File: src/rtl/fir_pkg.sv
// rtl/fir_pkg.sv - shared constants, types and helpers for the moving-sum FIR
//
// Purpose: common definitions imported by fir_ntap_pipe.
//   TAPS_MAX   : largest supported tap count
//   fill_cnt_t : warm-up fill counter type (7 bits, holds 0..TAPS_MAX)
//   fir_lg()   : number of adder-tree levels for a given tap count
package fir_pkg;

  localparam int TAPS_MAX = 64;
  localparam int FILL_W   = $clog2(TAPS_MAX + 1);

  typedef logic [FILL_W-1:0] fill_cnt_t;

  function automatic int fir_lg(input int taps);
    return $clog2(taps);
  endfunction

endpackage

File: src/rtl/fir_add_stage.sv
// rtl/fir_add_stage.sv - one registered level of the pairwise adder tree
//
// Purpose: adds PAIRS pairs of IN_W-bit operands into PAIRS registered
// (IN_W+1)-bit sums, with a valid tag travelling alongside.
// Ports:
//   clk       : clock
//   reset     : synchronous active-low reset
//   in_valid  : tag entering this level; sums load only when it is 1
//   in_data   : 2*PAIRS operands, operand n at [n*IN_W +: IN_W]
//   out_valid : registered tag
//   out_data  : PAIRS sums, sum p at [p*(IN_W+1) +: IN_W+1]
module fir_add_stage #(
  parameter int IN_W  = 16,
  parameter int PAIRS = 1
) (
  input  logic                        clk,
  input  logic                        reset,
  input  logic                        in_valid,
  input  logic [2*PAIRS*IN_W-1:0]     in_data,
  output logic                        out_valid,
  output logic [PAIRS*(IN_W+1)-1:0]   out_data
);

  logic [PAIRS*(IN_W+1)-1:0] sum_d, sum_q;
  logic                      vld_d, vld_q;

  always_comb begin
    sum_d = sum_q;
    vld_d = in_valid;
    if (in_valid) begin
      for (int p = 0; p < PAIRS; p++) begin
        sum_d[p*(IN_W+1) +: IN_W+1] = {1'b0, in_data[2*p*IN_W +: IN_W]}
                                    + {1'b0, in_data[(2*p+1)*IN_W +: IN_W]};
      end
    end
  end

  always_ff @(posedge clk) begin
    if (!reset) begin
      sum_q <= '0;
      vld_q <= 1'b0;
    end else begin
      sum_q <= sum_d;
      vld_q <= vld_d;
    end
  end

  assign out_valid = vld_q;
  assign out_data  = sum_q;

endmodule

File: src/rtl/fir_ntap_pipe.sv
// rtl/fir_ntap_pipe.sv - pipelined TAPS-point moving sum (or rounded mean)
//
// Purpose: keeps a TAPS-deep delay line of accepted samples and sums it
// through a registered binary adder tree of LG = log2(TAPS) levels.
// Results appear only once the delay line has been filled after reset.
// Optional macro FIR_AVG_EN: output the rounded mean instead of the sum.
// Ports:
//   clk       : clock
//   reset     : synchronous active-low reset
//   in_valid  : a is accepted on a posedge where in_valid=1
//   a         : unsigned W-bit input sample
//   out_valid : s holds a new result this cycle
//   s         : W+LG-bit result (sum, or mean in s[W-1:0] when FIR_AVG_EN)
module fir_ntap_pipe
  import fir_pkg::*;
#(
  parameter int W    = 16,
  parameter int TAPS = 4
) (
  input  logic                      clk,
  input  logic                      reset,
  input  logic                      in_valid,
  input  logic [W-1:0]              a,
  output logic                      out_valid,
  output logic [W+fir_lg(TAPS)-1:0] s
);

  localparam int        LG        = fir_lg(TAPS);
  localparam fill_cnt_t FILL_FULL = fill_cnt_t'(TAPS);

  logic [W-1:0]      dl_d [TAPS];
  logic [W-1:0]      dl_q [TAPS];
  fill_cnt_t         fill_d, fill_q;
  logic              tag_in;
  logic [TAPS*W-1:0] dl_flat;

  logic [W+LG-1:0]   sum;
  logic              sum_valid;
  logic [W+LG-1:0]   s_d, s_q;
  logic              out_valid_d, out_valid_q;

  // The first tree level is fed from the next-state delay line so that
  // its register loads on the same edge that accepts the sample; this keeps
  // the accept-to-result latency at exactly LG edges plus the output register.
  always_comb begin
    dl_d   = dl_q;
    fill_d = fill_q;
    if (in_valid) begin
      dl_d[0] = a;
      for (int j = 1; j < TAPS; j++) begin
        dl_d[j] = dl_q[j-1];
      end
      if (fill_q != FILL_FULL) begin
        fill_d = fill_q + fill_cnt_t'(1);
      end
    end
    tag_in = in_valid && (fill_d == FILL_FULL);
    for (int j = 0; j < TAPS; j++) begin
      dl_flat[j*W +: W] = dl_d[j];
    end
  end

  for (genvar i = 0; i < LG; i++) begin : g_lvl
    localparam int IW = W + i;
    localparam int P  = TAPS >> (i + 1);

    logic [2*P*IW-1:0] din;
    logic              vin;
    logic [P*(IW+1)-1:0] dout;
    logic              vout;

    if (i == 0) begin : g_src
      assign din = dl_flat;
      assign vin = tag_in;
    end else begin : g_chain
      assign din = g_lvl[i-1].dout;
      assign vin = g_lvl[i-1].vout;
    end

    fir_add_stage #(
      .IN_W  (IW),
      .PAIRS (P)
    ) u_stage (
      .clk       (clk),
      .reset     (reset),
      .in_valid  (vin),
      .in_data   (din),
      .out_valid (vout),
      .out_data  (dout)
    );
  end

  assign sum       = g_lvl[LG-1].dout;
  assign sum_valid = g_lvl[LG-1].vout;

  // Rounded mean cannot overflow: TAPS*(2^W-1) + TAPS/2 < TAPS*2^W.
  always_comb begin
    s_d         = s_q;
    out_valid_d = sum_valid;
    if (sum_valid) begin
`ifdef FIR_AVG_EN
      s_d = (sum + (W+LG)'(TAPS/2)) >> LG;
`else
      s_d = sum;
`endif
    end
  end

  always_ff @(posedge clk) begin
    if (!reset) begin
      for (int j = 0; j < TAPS; j++) begin
        dl_q[j] <= '0;
      end
      fill_q      <= '0;
      s_q         <= '0;
      out_valid_q <= 1'b0;
    end else begin
      for (int j = 0; j < TAPS; j++) begin
        dl_q[j] <= dl_d[j];
      end
      fill_q      <= fill_d;
      s_q         <= s_d;
      out_valid_q <= out_valid_d;
    end
  end

  assign out_valid = out_valid_q;
  assign s         = s_q;

endmodule

File: config.mk
export PLATFORM = sky130hd
export DESIGN_NAME = fir_ntap_pipe
export DESIGN_NICKNAME = d
export VERILOG_FILES = /design/src/rtl/fir_pkg.sv /design/src/rtl/fir_add_stage.sv /design/src/rtl/fir_ntap_pipe.sv
export SDC_FILE = /design/constraint.sdc
export NUM_CORES = 1
export LEC_CHECK = 0
export CORE_MARGIN = 2
export CORE_UTILIZATION = 66
export CTS_CLUSTER_SIZE = 24
export DETAILED_ROUTE_END_ITERATION = 8
export PLACE_DENSITY = 0.86
export SLEW_MARGIN = 5
export SYNTH_ARGS = -nofsm -noshare
export SYNTH_HDL_FRONTEND = slang
export SYNTH_HIERARCHICAL = 1
export SYNTH_SLANG_ARGS = --single-unit
File: constraint.sdc
create_clock -name clk -period 8.48 [get_ports clk]
set_input_delay 1.696 -clock clk [delete_from_list [all_inputs] [get_ports clk]]
set_output_delay 1.696 -clock clk [all_outputs]
set_load 0.05 [all_outputs]
==> results of run 1 <==
stage by stage:
step           cells  power [W]  hold WS [ps]  utilization [%]  setup WS, ps
2_1_floorplan    832   0.000798           441                -          4270
6_report        1007    0.00155           472             76.7          3650
4_1_cts         1007    0.00155           471             76.7          3740
3_5_place_dp     975   0.000831           461             71.7          3320
3_3_place_gp     975   0.000825           456             71.7          3420
5_1_grt         1007    0.00160           484             76.7          3450
cell usage after synthesis, types with 4 or more instances:
library cell	number
a221o_1	4
inv_1	19
nor3_1	9
xor2_1	5
nor2b_1	24
nand4_1	11
ha_1	51
a21o_1	14
nand2_1	26
and2_1	70
dfxtp_1	144
and3_1	5
nand2b_1	7
nand3_1	25
a21oi_1	37
o211ai_1	11
o21ai_0	40
a211oi_1	11
clkbuf_1	20
xnor2_1	19
buf_2	11
or3_1	4
nor2_1	52
a31oi_1	11
mux2_2	65
nand3b_1	22
o311ai_0	4
mux2i_1	38
o2111ai_1	5
o21a_1	8
power breakdown:
| part | total (W) | internal [W] | switching (W) |
|---|---|---|---|
| Clock | 0.000728 | 0.000454 | 0.000274 |
| Sequential | 0.000695 | 0.000688 | 0.00000678 |
| Combinational | 0.000125 | 0.0000556 | 0.0000696 |
| Total | 0.00155 | 0.00120 | 0.000350 |
area by class of cell:
type | count | area, um^2
inverters | 22 | 82.6
clock buffers | 22 | 474
clock inverters | 10 | 109
fillers | 797 | 2680
flip-flops and latches | 144 | 2880
repair buffers | 40 | 385
well taps | 143 | 179
multi-input cells | 626 | 4720
worst max-delay path, stage by stage:
cell and delay [ps]:
buf_2 470, buf_4 590, mux2_2 450, ha_1 320, a211oi_1 280, o21bai_1 150
a31oi_1 480, o21ai_1 200, a311o_1 400, o211ai_1 100
flip-flops by register name, summed over array words and instances, names as in the netlist:
name / flops
s: 18
fill_q: 7
g_lvl.u_stage/out_valid: 2
dl_q: 64
out_valid: 1
g_lvl.u_stage/out_data: 52
layer usage:
layer	track usage (%)	up-vias	routed length (um)
met5	0	-	0
met4	11.4	0	387
met3	5.62	29	738
met2	50.4	177	9020
met1	36.1	2975	7850
li1	-	3057	-
cell families after synthesis:
kind of cell               after synthesis  synth area share, %
muxes                                  103                 14.1
and+or+nand+nor                        269                 19.0
adders and majority gates               54                 8.86
buffers and inverters                   62                 3.60
AOI/OAI and AO/OA                      176                 15.2
xor gates and xnor gates                24                 2.67
DFF                                    144                 36.6
final timing paths:
path         cells past startpoint                    startpoint  slack (ps)                             to
min                              2  g_lvl[1].u_stage/out_data[8]         470   g_lvl[1].u_stage/out_data[8]
max reg2reg                     10                     fill_q[0]        5670  g_lvl[0].u_stage/out_data[13]
max                             10                      in_valid        3650  g_lvl[0].u_stage/out_data[13]
min reg2reg                      2  g_lvl[1].u_stage/out_data[8]         470   g_lvl[1].u_stage/out_data[8]
==> summary.txt, run 1 <==
Run status
  • Outcome: complete, but fails checks
  • Failing checks: DRC

Global routing
  • Total global-route track usage: about 29%
  • Vias in the first global route: 6108
  • Initial antenna violation count: 0
  • GRT overflow: 0
  • First-pass GRT wire length: between 20000 and 30000 um
  • Largest net degree at the start of global routing: slightly below 80

Synthesis
  • Netlist cell types: 71
  • Warnings from Yosys: 6
  • Syn avg cell area: between 9 and 10 um^2
  • Number of synthesized flops with an enable pin: 0
  • Synth top area cells: dfxtp_1 (37%), mux2_2 (9.3%), ha_1 (8.1%)
  • Post-Syn Instances: about 830
  • Synth Flop Type: dfxtp_1
  • Cell taking the most area after synthesis: dfxtp_1
  • Share of the synthesized area in the top cell type: 36.6%
  • Syn nets: 905
  • Mapped Area: between 7000 and 8000 um^2
  • Post-synthesis sequential area ratio: between 30 and 40%
  • Async set-reset flop share out of synthesis: 0%
  • #FFs+latches synth: between 100 and 150

Die
  • Die footprint: between 10000 and 15000 um^2
  • Die span in x: approximately 110 um
  • Rows: 39
  • Die height: around 110 um
  • Core area: 11500 um^2
  • Starting density of the core: about 70%
  • # IOs: 38

Clock tree
  • CTS H-tree lvls: 4
  • Post_cts resized: 0
  • Clk slew on worst S/H paths: 60 ps
  • Skew-Pair Late Insertion Delay: 420 ps
  • Root buf cell: clkbuf_16
  • Post-CTS Setup Bufs: 0
  • Cts bufs inserted: 17
  • Clk sink count: about 140
  • Hold-fix buffers at CTS: 0
  • CTS Buffer Depth: 2
  • CTS tree: built

Timing
  • Final Setup Violations: 0
  • Fmax: 207 MHz
  • Final worst path period share: ~57%
  • Slew margin rel.: between 30% and 40%
  • Slew @ Worst Pin: 1040 ps
  • Clock Skew: between 4 and 5 ps
  • RSZ-0062 raised after global routing: false
  • Setup TNS: 0 ps
  • Final Max Tran Viols: 0
  • Final min period: between 4000 and 5000 ps
  • Fin. Hold Viols: 0

Route
  • Routed WL: between 15000 and 20000 um
  • Wire per inst: 17.9 um
  • Number of iterations in the first detailed-routing pass: 7
  • Via count: a little over 6000
  • DRC violations left: 4
  • 1st-iter DRT viols: 545
  • ANT nets after route: 0
  • Number of vias per cell: 6.19

Placed design
  • Dpl hpwl: ~13000 um
  • GPL Wtd Cong: about 1
  • IO Port Bufs: 37
  • Placed Area: 8250 um^2

Setup path
  • Crit path capture type: flop
  • CP arrival: 5170 ps
  • Required time worst endpoint: roughly 9000 ps
  • CP Class: primary input to flop
  • Crit-path max FO: between 40 and 50
  • Startpoint Class: primary input

Layout
  • Most frequent cells in the layout: dfxtp_1 (144), and2_1 (70), mux2_2 (65), nor2_1 (52), ha_1 (51)
  • Area growth syn-to-layout: 12.1%
  • Most common cell after layout, fill and taps aside: dfxtp_1
  • Layout Nets: about 920
  • # diodes: 0
  • Fin area: just under 9000 um^2
  • Layout cells sized above 1: between 10% and 20%

Power and ir drop
  • Peak supply drop: between 0.00015 and 0.0002 V
  • Static leakage: 3.52 nW
  • PD cells: approximately 180 nW/um^2

Job
  • Max-cap violations: 0

Min path
  • Worst Hold Class: flop to flop
(Power assumes the default switching activity.)
==> run 2: changes to the inputs <==
--- a/config.mk
+++ b/config.mk
@@ -6,10 +6,10 @@
 export NUM_CORES = 1
 export LEC_CHECK = 0
 export CORE_MARGIN = 2
-export CORE_UTILIZATION = 66
+export CORE_UTILIZATION = 55
 export CTS_CLUSTER_SIZE = 24
 export DETAILED_ROUTE_END_ITERATION = 8
-export PLACE_DENSITY = 0.86
+export PLACE_DENSITY = 0.77
 export SLEW_MARGIN = 5
 export SYNTH_ARGS = -nofsm -noshare
 export SYNTH_HDL_FRONTEND = slang
==> constraint.sdc (replaced) <==
create_clock -name clk -period 4 [get_ports clk]
set_input_delay 0.8 -clock clk [delete_from_list [all_inputs] [get_ports clk]]
set_output_delay 0.8 -clock clk [all_outputs]
set_load 0.05 [all_outputs]
==> run 2 against run 1 <==
The run now ends clean. Sequential share of layout area fell by 0.48 points. Critical path type unchanged. Global-route usage shrank 4.6 points. Final cell count is 4.7% higher. Count of clock-buffer cells in the layout fell by 5. Worst hold slack got worse by 4.4 ps. Die area increased by 19%. Sequential power grew 110%. Cell area increased by 1.5%. Via count is 0.42% higher. Utilization decreased by 12 points. Combinational power up 110%.
==> summary.txt, run 2 (synthesis gave the netlist of run 1 again) <==
Run status
  • Outcome: finished clean

Setup path
  • Required time worst endpoint: 4280 ps (-4540 ps)
  • Levels on crit path: 10 (unchanged)
  • CP cell instances: buf_2, buf_4, mux2_2, ha_1, a21oi_1, o21ai_0, a2111oi_0, o21bai_1, o2111ai_1, o311ai_0
  • Startpoint Class: primary input
  • Slack of the worst reg-to-reg path: 1180 ps (-4490 ps)
  • CP Class: primary input to flop
  • RR Endpoint: g_lvl[0].u_stage/out_data[4]
  • Crit-path max FO: 22 (-51%)
  • Reg2Reg Depth: 9 (-1)
  • Critical Path Source: in_valid
  • Critical Path Sink: g_lvl[0].u_stage/out_data[15]
  • CP arrival: 3690 ps (-1480 ps)
  • CP delay by family, top: compound AO/OA/AOI/OAI gates
  • Crit path buf inv count: 2 (unchanged)
  • CP max stage delay: 470 ps (-120 ps)
  • Crit path capture type: flop
  • Critical path's slowest cell: a2111oi_0
  • R2R Path Start: fill_q[0]

Route
  • Number of iterations in the first detailed-routing pass: 7 (unchanged)
  • DRC violations left: 0 (-4)
  • Wire per inst: 17.0 um (-4.9%)
  • 1st-iter DRT viols: 395 (-28%)
  • Routed WL: 17900 um (-0.47%)
  • ANT nets after route: 0 (unchanged)
  • Number of vias per cell: 5.94 (-4.1%)
  • Via count: 6264 (+0.42%)

Clock tree
  • Cts bufs inserted: 17 (unchanged)
  • Root buf cell: clkbuf_16
  • Clk slew on worst S/H paths: 60 ps (about the same)
  • Skew-Pair Late Insertion Delay: 420 ps (about the same)
  • CTS H-tree lvls: 4 (unchanged)
  • Post_cts resized: 0 (unchanged)
  • CTS Buffer Depth: 2 (unchanged)
  • Post-CTS Setup Bufs: 0 (unchanged)
  • Clk sink count: 144 (unchanged)
  • Hold-fix buffers at CTS: 0 (unchanged)
  • CTS tree: built

Power and ir drop
  • Internal power: 0.00250 W (+110%)
  • Static leakage: 3.56 nW (+1.3%)
  • Power share of the clock group: 47.0% (about the same)
  • Sw frac: 23.8% (+1.2 points)
  • Peak supply drop: 0.000270 V (+77%)
  • Tot Pwr: 0.00328 W (+110%)
  • Combinational share of power: 8.1% (about the same)
  • Seq pwr share: 44.8% (about the same)
  • PD cells: 366 nW/um^2 (+110%)
  • Net switching power: 0.000782 W (+120%)

Die
  • Die height: 124 um (+9.2%)
  • # IOs: 38 (unchanged)
  • Rows: 43 (+10%)
  • Die span in x: 124 um (+9.2%)
  • Core area: 13900 um^2 (+21%)
  • Die footprint: 15300 um^2 (+19%)
  • Starting density of the core: 56.5% (-12 points)

Placed design
  • Dpl hpwl: 13300 um (+0.38%)
  • IO Port Bufs: 37 (unchanged)
  • GPL Wtd Cong: 0.860 (-12%)

Job
  • Max-cap violations: 0 (unchanged)

Timing
  • Slew @ Worst Pin: 1080 ps (+45.4 ps)
  • Slew margin rel.: 27.8% (-3.0 points)
  • Fmax: 293 MHz
  • Setup TNS: 0 ps (unchanged)
  • Clock Skew: 7.92 ps (+3.05 ps)
  • Final Setup Violations: 0 (unchanged)
  • Final Max Tran Viols: 0 (unchanged)
  • Final min period: approximately 3400 ps
  • Fin. Hold Viols: 0 (unchanged)
  • RSZ-0062 raised after global routing: false
  • Hold WS: 468 ps (-4.44 ps)
  • Final worst path period share: between 80% and 90%

Global routing
  • First-pass GRT wire length: 29600 um (-1.1%)
  • Vias in the first global route: 6032 (-1.2%)
  • Largest net degree at the start of global routing: 94 (+19%)
  • GRT overflow: 0 (unchanged)
  • Total global-route track usage: 24.6% (-4.6 points)
  • Initial antenna violation count: 0 (unchanged)

Layout
  • Most frequent cells in the layout: dfxtp_1 (144), and2_1 (70), mux2_2 (65), nor2_1 (52), ha_1 (51)
  • Area growth syn-to-layout: 13.8%
  • Most common cell after layout, fill and taps aside: dfxtp_1
  • Largest reg by FF count: dl_q
  • Layout cells sized above 1: 14.0% (+1.2 points)
  • Layout Nets: 934 (+1.1%)
  • Final core utilization: 64.4% (-12 points)
  • Max reg flops: 64 (unchanged)
  • # diodes: 0 (unchanged)

Min path
  • Worst Hold Class: flop to flop
-- run 2: changes by cell type in the layout (fill, tap and decap cells not counted) --
cell	delta
buf_4	+8
clkinv_4	+4
clkbuf_8	-3
clkbuf_1	-2
clkinv_2	-2
inv_6	+2
buf_12	+1
buf_2	+1
clkinvlp_4	+1
-- run 2: area by class of cell --
class	count	area (um^2)
Timing Repair Buffer	50	470
Clock inverter	15	159
Clock buffer	17	425
Inverter	22	82.6
Sequential cell	144	2880
Tap cell	180	225
Fill cell	1150	4970
Multi-Input combinational cell	626	4720
-- run 2: power groups by stage --
| stage | clock network [W] | logic (W) | registers, W |
|---|---|---|---|
| after floorplan | 0 | 0.000194 | 0.00150 |
| after global placement | 0 | 0.000256 | 0.00150 |
| after detailed placement | 0 | 0.000262 | 0.00150 |
| after CTS | 0.00157 | 0.000265 | 0.00147 |
| after global routing | 0.00164 | 0.000294 | 0.00147 |
| final | 0.00155 | 0.000266 | 0.00147 |
-- run 2: how the worst min path moves through the flow --
stage	slack, ps	depth (start not counted)	end	from
6_report	470	2	g_lvl[1].u_stage/out_data[8]	g_lvl[1].u_stage/out_data[8]
4_1_cts	470	2	g_lvl[1].u_stage/out_data[8]	g_lvl[1].u_stage/out_data[8]
5_1_grt	500	1	g_lvl[1].u_stage/out_data[16]	g_lvl[1].u_stage/out_data[16]
2_1_floorplan	440	2	g_lvl[1].u_stage/out_data[8]	g_lvl[1].u_stage/out_data[8]
3_3_place_gp	460	2	g_lvl[1].u_stage/out_data[8]	g_lvl[1].u_stage/out_data[8]
3_5_place_dp	460	2	g_lvl[1].u_stage/out_data[8]	g_lvl[1].u_stage/out_data[8]
-- run 2: per-stage QoR --
stage	std cells	setup slack [ps]	cell area (um^2)
finish	1054	588	8970
detailed placement	1022	180	8380
global placement	1022	284	8380
global route	1054	378	8970
floorplan	832	688	7880
CTS	1054	602	8970
-- run 2: worst register-to-register path, cell delays in order (launching register included) --
cell,delay (ps)
dfxtp_1,400
inv_1,80
ha_1,190
nand3b_1,190
nor2_1,110
or3_1,430
a21oi_4,580
buf_4,400
mux2i_1,270
nor2_1,60
-- run 2: per-layer routing --
layer	part of all wire [%]	track usage (%)
met2	48	41.4
met5	0	0
met3	5.1	4.49
met1	44	31.1
met4	2.5	10.0
